### src/rtl/serial_gen_pkg.sv
// Purpose: shared state encoding and default geometry for the serial pattern generator.
// Latency: n/a (types and constants only).
// Backpressure: n/a.
package serial_gen_pkg;

  typedef enum logic {
    ST_IDLE  = 1'b0,
    ST_SHIFT = 1'b1
  } state_e;

  // Defaults also used by the detector benches downstream.
  localparam int DEF_WIDTH = 8;
  localparam int DEF_DIV   = 4;

  // Prescaler needs at least one bit even when DIV=1.
  function automatic int presc_width(input int div);
    return (div > 1) ? $clog2(div) : 1;
  endfunction

endpackage

### src/rtl/serial_pattern_gen_bit_timer.sv
// Purpose: DIV-cycle prescaler with synchronous clear; emits the per-bit strobe.
// Latency: stb is registered; high in the cycle the count sits at DIV-1.
// Backpressure: none; counts whenever run is high, held at 0 otherwise.
module bit_timer
  import serial_gen_pkg::*;
#(
  parameter int DIV = DEF_DIV
) (
  input  logic clk,
  input  logic rst,
  input  logic clr,
  input  logic run,
  output logic stb
);

  localparam int            PW   = presc_width(DIV);
  localparam logic [PW-1:0] LAST = PW'(DIV - 1);

  logic [PW-1:0] cnt_q, cnt_d;
  logic          stb_q, stb_d;

  // Next count is the value seen in the coming cycle; the strobe is decoded from it so it stays registered.
  always_comb begin
    cnt_d = '0;
    if (!clr && run) begin
      cnt_d = (cnt_q == LAST) ? '0 : cnt_q + 1'b1;
    end
    stb_d = run && (cnt_d == LAST);
  end

  // Prescaler and strobe registers.
  always_ff @(posedge clk) begin
    if (rst) begin
      cnt_q <= '0;
      stb_q <= 1'b0;
    end else begin
      cnt_q <= cnt_d;
      stb_q <= stb_d;
    end
  end

  assign stb = stb_q;

endmodule

### src/rtl/serial_pattern_gen.sv
// Purpose: latch a WIDTH-bit pattern on load and shift it out MSB first, DIV clocks per bit.
// Latency: first bit on data one cycle after load is sampled; done one cycle after the last strobe.
// Backpressure: none; load ignored while busy, stop aborts. SERIAL_GEN_LOOP_EN repeats the pattern.
module serial_pattern_gen
  import serial_gen_pkg::*;
#(
  parameter int WIDTH = DEF_WIDTH,
  parameter int DIV   = DEF_DIV
) (
  input  logic             clk,
  input  logic             rst,
  input  logic             load,
  input  logic             stop,
  input  logic [WIDTH-1:0] pattern,
  output logic             data,
  output logic             bit_stb,
  output logic             busy,
  output logic             done
);

  localparam int            CW       = $clog2(WIDTH);
  localparam logic [CW-1:0] LAST_BIT = CW'(WIDTH - 1);

  state_e           state_q, state_d;
  logic [WIDTH-1:0] shift_q, shift_d;
  logic [CW-1:0]    bcnt_q, bcnt_d;
  logic             data_q, data_d;
  logic             busy_q, busy_d;
  logic             done_q, done_d;
  logic             start;
`ifdef SERIAL_GEN_LOOP_EN
  logic [WIDTH-1:0] copy_q, copy_d;
`endif

  bit_timer #(
    .DIV(DIV)
  ) u_bit_timer (
    .clk(clk),
    .rst(rst),
    .clr(start),
    .run(busy_d),
    .stb(bit_stb)
  );

  // Next-state logic: accept load in IDLE, shift on each strobe, finish or wrap after the last bit.
  always_comb begin
    state_d = state_q;
    shift_d = shift_q;
    bcnt_d  = bcnt_q;
    done_d  = 1'b0;
    start   = 1'b0;
`ifdef SERIAL_GEN_LOOP_EN
    copy_d  = copy_q;
`endif
    case (state_q)
      ST_IDLE: begin
        // stop outranks load so a simultaneous request leaves us idle.
        if (load && !stop) begin
          start   = 1'b1;
          state_d = ST_SHIFT;
          shift_d = pattern;
          bcnt_d  = '0;
`ifdef SERIAL_GEN_LOOP_EN
          copy_d  = pattern;
`endif
        end
      end
      ST_SHIFT: begin
        if (stop) begin
          state_d = ST_IDLE;
        end else if (bit_stb) begin
          shift_d = {shift_q[WIDTH-2:0], 1'b0};
          bcnt_d  = bcnt_q + 1'b1;
          if (bcnt_q == LAST_BIT) begin
            done_d = 1'b1;
`ifdef SERIAL_GEN_LOOP_EN
            shift_d = copy_q;
            bcnt_d  = '0;
`else
            state_d = ST_IDLE;
`endif
          end
        end
      end
      default: state_d = ST_IDLE;
    endcase
    busy_d = (state_d == ST_SHIFT);
    data_d = busy_d & shift_d[WIDTH-1];
  end

  // State, datapath and registered outputs.
  always_ff @(posedge clk) begin
    if (rst) begin
      state_q <= ST_IDLE;
      shift_q <= '0;
      bcnt_q  <= '0;
      data_q  <= 1'b0;
      busy_q  <= 1'b0;
      done_q  <= 1'b0;
`ifdef SERIAL_GEN_LOOP_EN
      copy_q  <= '0;
`endif
    end else begin
      state_q <= state_d;
      shift_q <= shift_d;
      bcnt_q  <= bcnt_d;
      data_q  <= data_d;
      busy_q  <= busy_d;
      done_q  <= done_d;
`ifdef SERIAL_GEN_LOOP_EN
      copy_q  <= copy_d;
`endif
    end
  end

  assign data = data_q;
  assign busy = busy_q;
  assign done = done_q;

endmodule
### config.mk
export PLATFORM = sky130hd
export DESIGN_NAME = serial_pattern_gen
export DESIGN_NICKNAME = d
export VERILOG_FILES = /design/src/rtl/serial_gen_pkg.sv /design/src/rtl/serial_pattern_gen_bit_timer.sv /design/src/rtl/serial_pattern_gen.sv
export SDC_FILE = /design/constraint.sdc
export NUM_CORES = 1
export LEC_CHECK = 0
export CORE_UTILIZATION = 48
export CTS_BUF_LIST = sky130_fd_sc_hd__clkbuf_8
export DETAILED_ROUTE_END_ITERATION = 10
export GPL_TIMING_DRIVEN = 0
export PLACE_DENSITY_LB_ADDON = 0.05
export SETUP_SLACK_MARGIN = 0.05
export SLEW_MARGIN = 15
export SYNTH_ARGS = -nofsm -noshare
export SYNTH_HDL_FRONTEND = slang
export SYNTH_HIERARCHICAL = 1
export SYNTH_SLANG_ARGS = --single-unit
export TNS_END_PERCENT = 5
### constraint.sdc
create_clock -name clk -period 3.3 [get_ports clk]
set_clock_uncertainty 0.1 [all_clocks]
set_input_delay 0.66 -clock clk [delete_from_list [all_inputs] [get_ports clk]]
set_output_delay 0.66 -clock clk [all_outputs]
set_load 0.01 [all_outputs]
==> impl_metrics.py <==
metrics = {
    "detailed_routing": {
        "drtAntennaViolNets": 0,
        "first_pass_iters": 4,
        "vias": 662,
        "drc_errors": 0,
        "viasPerCell": 5.71,
        "drt_iter0_markers": 10,
        "wl_per_cell_um": 13.8,
        "wl_mm": 1.61,
    },
    "worst_hold_path": {
        "min_to": "shift_q[0]$_SDFFE_PP0P_",
        "holdPathStages": 1,
        "hold_start": "shift_q[0]$_SDFFE_PP0P_",
        "hold_class": "reg -> reg",
    },
    "floorplan": {
        "io_pins": 16,
        "die_y_um": 43.1,
        "core_area_um2": 1540,
        "rows": 14,
        "die_w_um": 43.1,
        "start_util": 0.526,
        "die_area_um2": 1860,
    },
    "setup_path": {
        "slowest_stage": "clkdlybuf4s50_1",
        "reg2reg_from": "bcnt_q[0]$_SDFFE_PP0P_",
        "crit_chain": "clkdlybuf4s50_1",
        "start_kind": "flop",
        "crit_family": "buffers and inverters",
        "critPathArrivalTime_ns": 1.29,
        "crit_path_max_incr_delay_ns": 0.58,
        "path_buf_inv": 1,
        "crit_path_end_kind": "output pin",
        "crit_type": "reg -> out",
        "r2r_cells": 5,
        "required_ns": 2.54,
        "cp_max_fo": 5,
        "r2r_setup_slack_ns": 1.84,
        "r2r_end": "u_bit_timer/stb$_SDFF_PP0_",
    },
    "sta": {
        "fmax_mhz": 487,
        "relSlewSlack": 0.719,
        "min_period_ns": 2.05,
        "slew_viol_final": 0,
        "worst_slack_ns": 1.25,
        "worstMarginPinSlew_ns": 0.420,
        "fin_setup_tns_ns": 0,
        "hold_viol_final": 0,
        "grt_setup_unrepaired": "no",
        "whs_ns": 0.378,
        "fin_crit_sh": 0.623,
        "finalSetupViolations": 0,
    },
    "cts": {
        "clock_sinks": 17,
        "cts_buffer_depth": 2,
        "ctsResizeCount": 0,
        "clock-root-buffer": "clkbuf_8",
        "cts_setup_buffers": 0,
        "cts_tree": "built",
        "insertion_delay_ns": 0.25,
        "htreeDepth": 1,
        "cts.hold.buffers_added": 0,
        "cts-buffers-inserted": 3,
        "clk_pin_slew_ns": 0.07,
    },
    "finish": {
        "final_common_cell": "dfxtp_1",
        "fin_cells": 116,
        "final_nets": 116,
        "finish.utilization": 0.662,
        "drive_gt1_frac": 0.180,
        "layout_common_cells": "dfxtp_1, clkdlybuf4s50_1, o21ai_0, a22o_1, nand2_1",
        "final_area_um2": 1020,
        "antennaDiodeCount": 0,
        "area_delta_synth_final_pct": 25.8,
    },
    "synth": {
        "synth_top_area_frac": 0.420,
        "syn-num-nets": 97,
        "yosysTopAreaCell": "dfxtp_1",
        "synth_top_family_by_area": "compound AO/OA/AOI/OAI gates",
        "muxShareOfSynthArea": 0.0185,
        "syn_inst": 82,
        "synth_compound_area_frac": 0.253,
        "ys_seq_area_frac": 0.420,
        "ys_ff_latch": 17,
        "syn_area_um2": 811,
        "synthSimpleGateAreaFrac": 0.215,
        "synth_area_leaders": "dfxtp_1, a22o_1, o21ai_0",
        "synth.avg_cell_area_um2": 9.89,
        "yosys.area_share.xor_xnor": 0,
        "synth-adder-area-share": 0.0463,
        "yosys_warnings": 6,
        "synth.distinct_cells": 30,
    },
    "pwr": {
        "power.internal_uw": 324,
        "switchingPower_uw": 104,
        "pwr-share-seq": 0.505,
        "leakage_nw": 0.406,
        "irDropWorstVdd_mv": 0.399,
        "p_per_area_nw_per_um2": 420,
        "switching_share": 0.244,
        "p_clk_frac": 0.374,
        "power_frac_comb": 0.121,
        "total_power_uw": 428,
    },
    "flow_run": {
        "cap_violations": 0,
    },
    "global_route": {
        "grt_max_degree": 12,
        "overflow": 0,
        "antenna_found_initial": 0,
        "grt_pass1_vias": 643,
        "grt_pass1_wl_mm": 2.86,
        "grt_usage": 0.204,
    },
    "placed_design": {
        "dp_cells": 112,
        "dp_hpwl_mm": 1.16,
        "place_congestion": 0.801,
        "portBuffers": 14,
        "postPlaceCellArea_um2": 971,
        "pre_cts_ws_ns": 1.14,
    },
    "outcome": {
        "outcome": "complete, no violations",
    },
}
[cells in the mapped netlist (all sizes together)]
library cell,count
ha,3
nor3b,2
nor3,1
nand2,7
and4,1
and2,2
nand3,6
a32o,1
a31oi,2
dfxtp,17
a22o,8
nor2b,1
a31o,1
and3,3
inv,1
mux2,1
buf,4
and3b,1
a2111oi,1
a21oi,2
nor2,6
o21ai,8
clkbuf,1
and2b,1
a41oi,1
[registers in the layout, summed over array words and instances (netlist names)]
signal / count
shift_q: 8
u_bit_timer/stb: 1
done: 1
bcnt_q: 3
data: 1
u_bit_timer/cnt_q: 2
busy: 1
[layer usage]
metal | global-route usage | part of all wire | wire [µm] | vias to the layer above
li1 | - | - | - | 339
met1 | 0.249 | 0.49 | 782 | 315
met4 | 0.0545 | 0 | 0 | 0
met3 | 0.0766 | 0.037 | 59 | 0
met5 | 0 | 0 | 0 | -
met2 | 0.334 | 0.47 | 762 | 8
[power by group through the flow]
stage / logic, mW / registers [mW] / clock network, mW
finish: 0.0520 / 0.216 / 0.160
CTS: 0.0521 / 0.216 / 0.163
detailed placement: 0.0520 / 0.221 / 0
floorplan: 0.0300 / 0.220 / 0
global placement: 0.0513 / 0.221 / 0
global route: 0.0571 / 0.217 / 0.174
[worst max path at each step]
| stage | from | endpoint | slack, ns | cells after the start |
|---|---|---|---|---|
| final | u_bit_timer/stb$_SDFF_PP0_ | bit_stb | 1.25 | 1 |
| after global routing | u_bit_timer/stb$_SDFF_PP0_ | bit_stb | 1.22 | 1 |
| after floorplan | stop | data$_SDFF_PP0_ | 1.74 | 4 |
| after CTS | u_bit_timer/stb$_SDFF_PP0_ | bit_stb | 1.25 | 1 |
| after global placement | rst | bcnt_q[2]$_SDFFE_PP0P_ | 1.17 | 4 |
| after detailed placement | rst | bcnt_q[1]$_SDFFE_PP0P_ | 1.14 | 4 |
[kinds of logic (layout without fill, tap and decap cells)]
kind of cell    Yosys count  after routing
simple gates             31             31
compound gates           24             24
flops                    17             17
buf+inv                   6             24
fa+ha+maj                 3              3
mux                       1              1
[cell type report]
| cell class | instances | area, µm² |
|---|---|---|
| Fill cell | 130 | 522 |
| Multi-Input combinational cell | 59 | 432 |
| Clock buffer | 3 | 41.3 |
| Inverter | 1 | 3.75 |
| Tap cell | 16 | 20.0 |
| Clock inverter | 1 | 7.51 |
| Buffer | 5 | 35.0 |
| Timing Repair Buffer | 14 | 140 |
| Sequential cell | 17 | 340 |
Note: power is estimated with default switching activity, not from simulation.
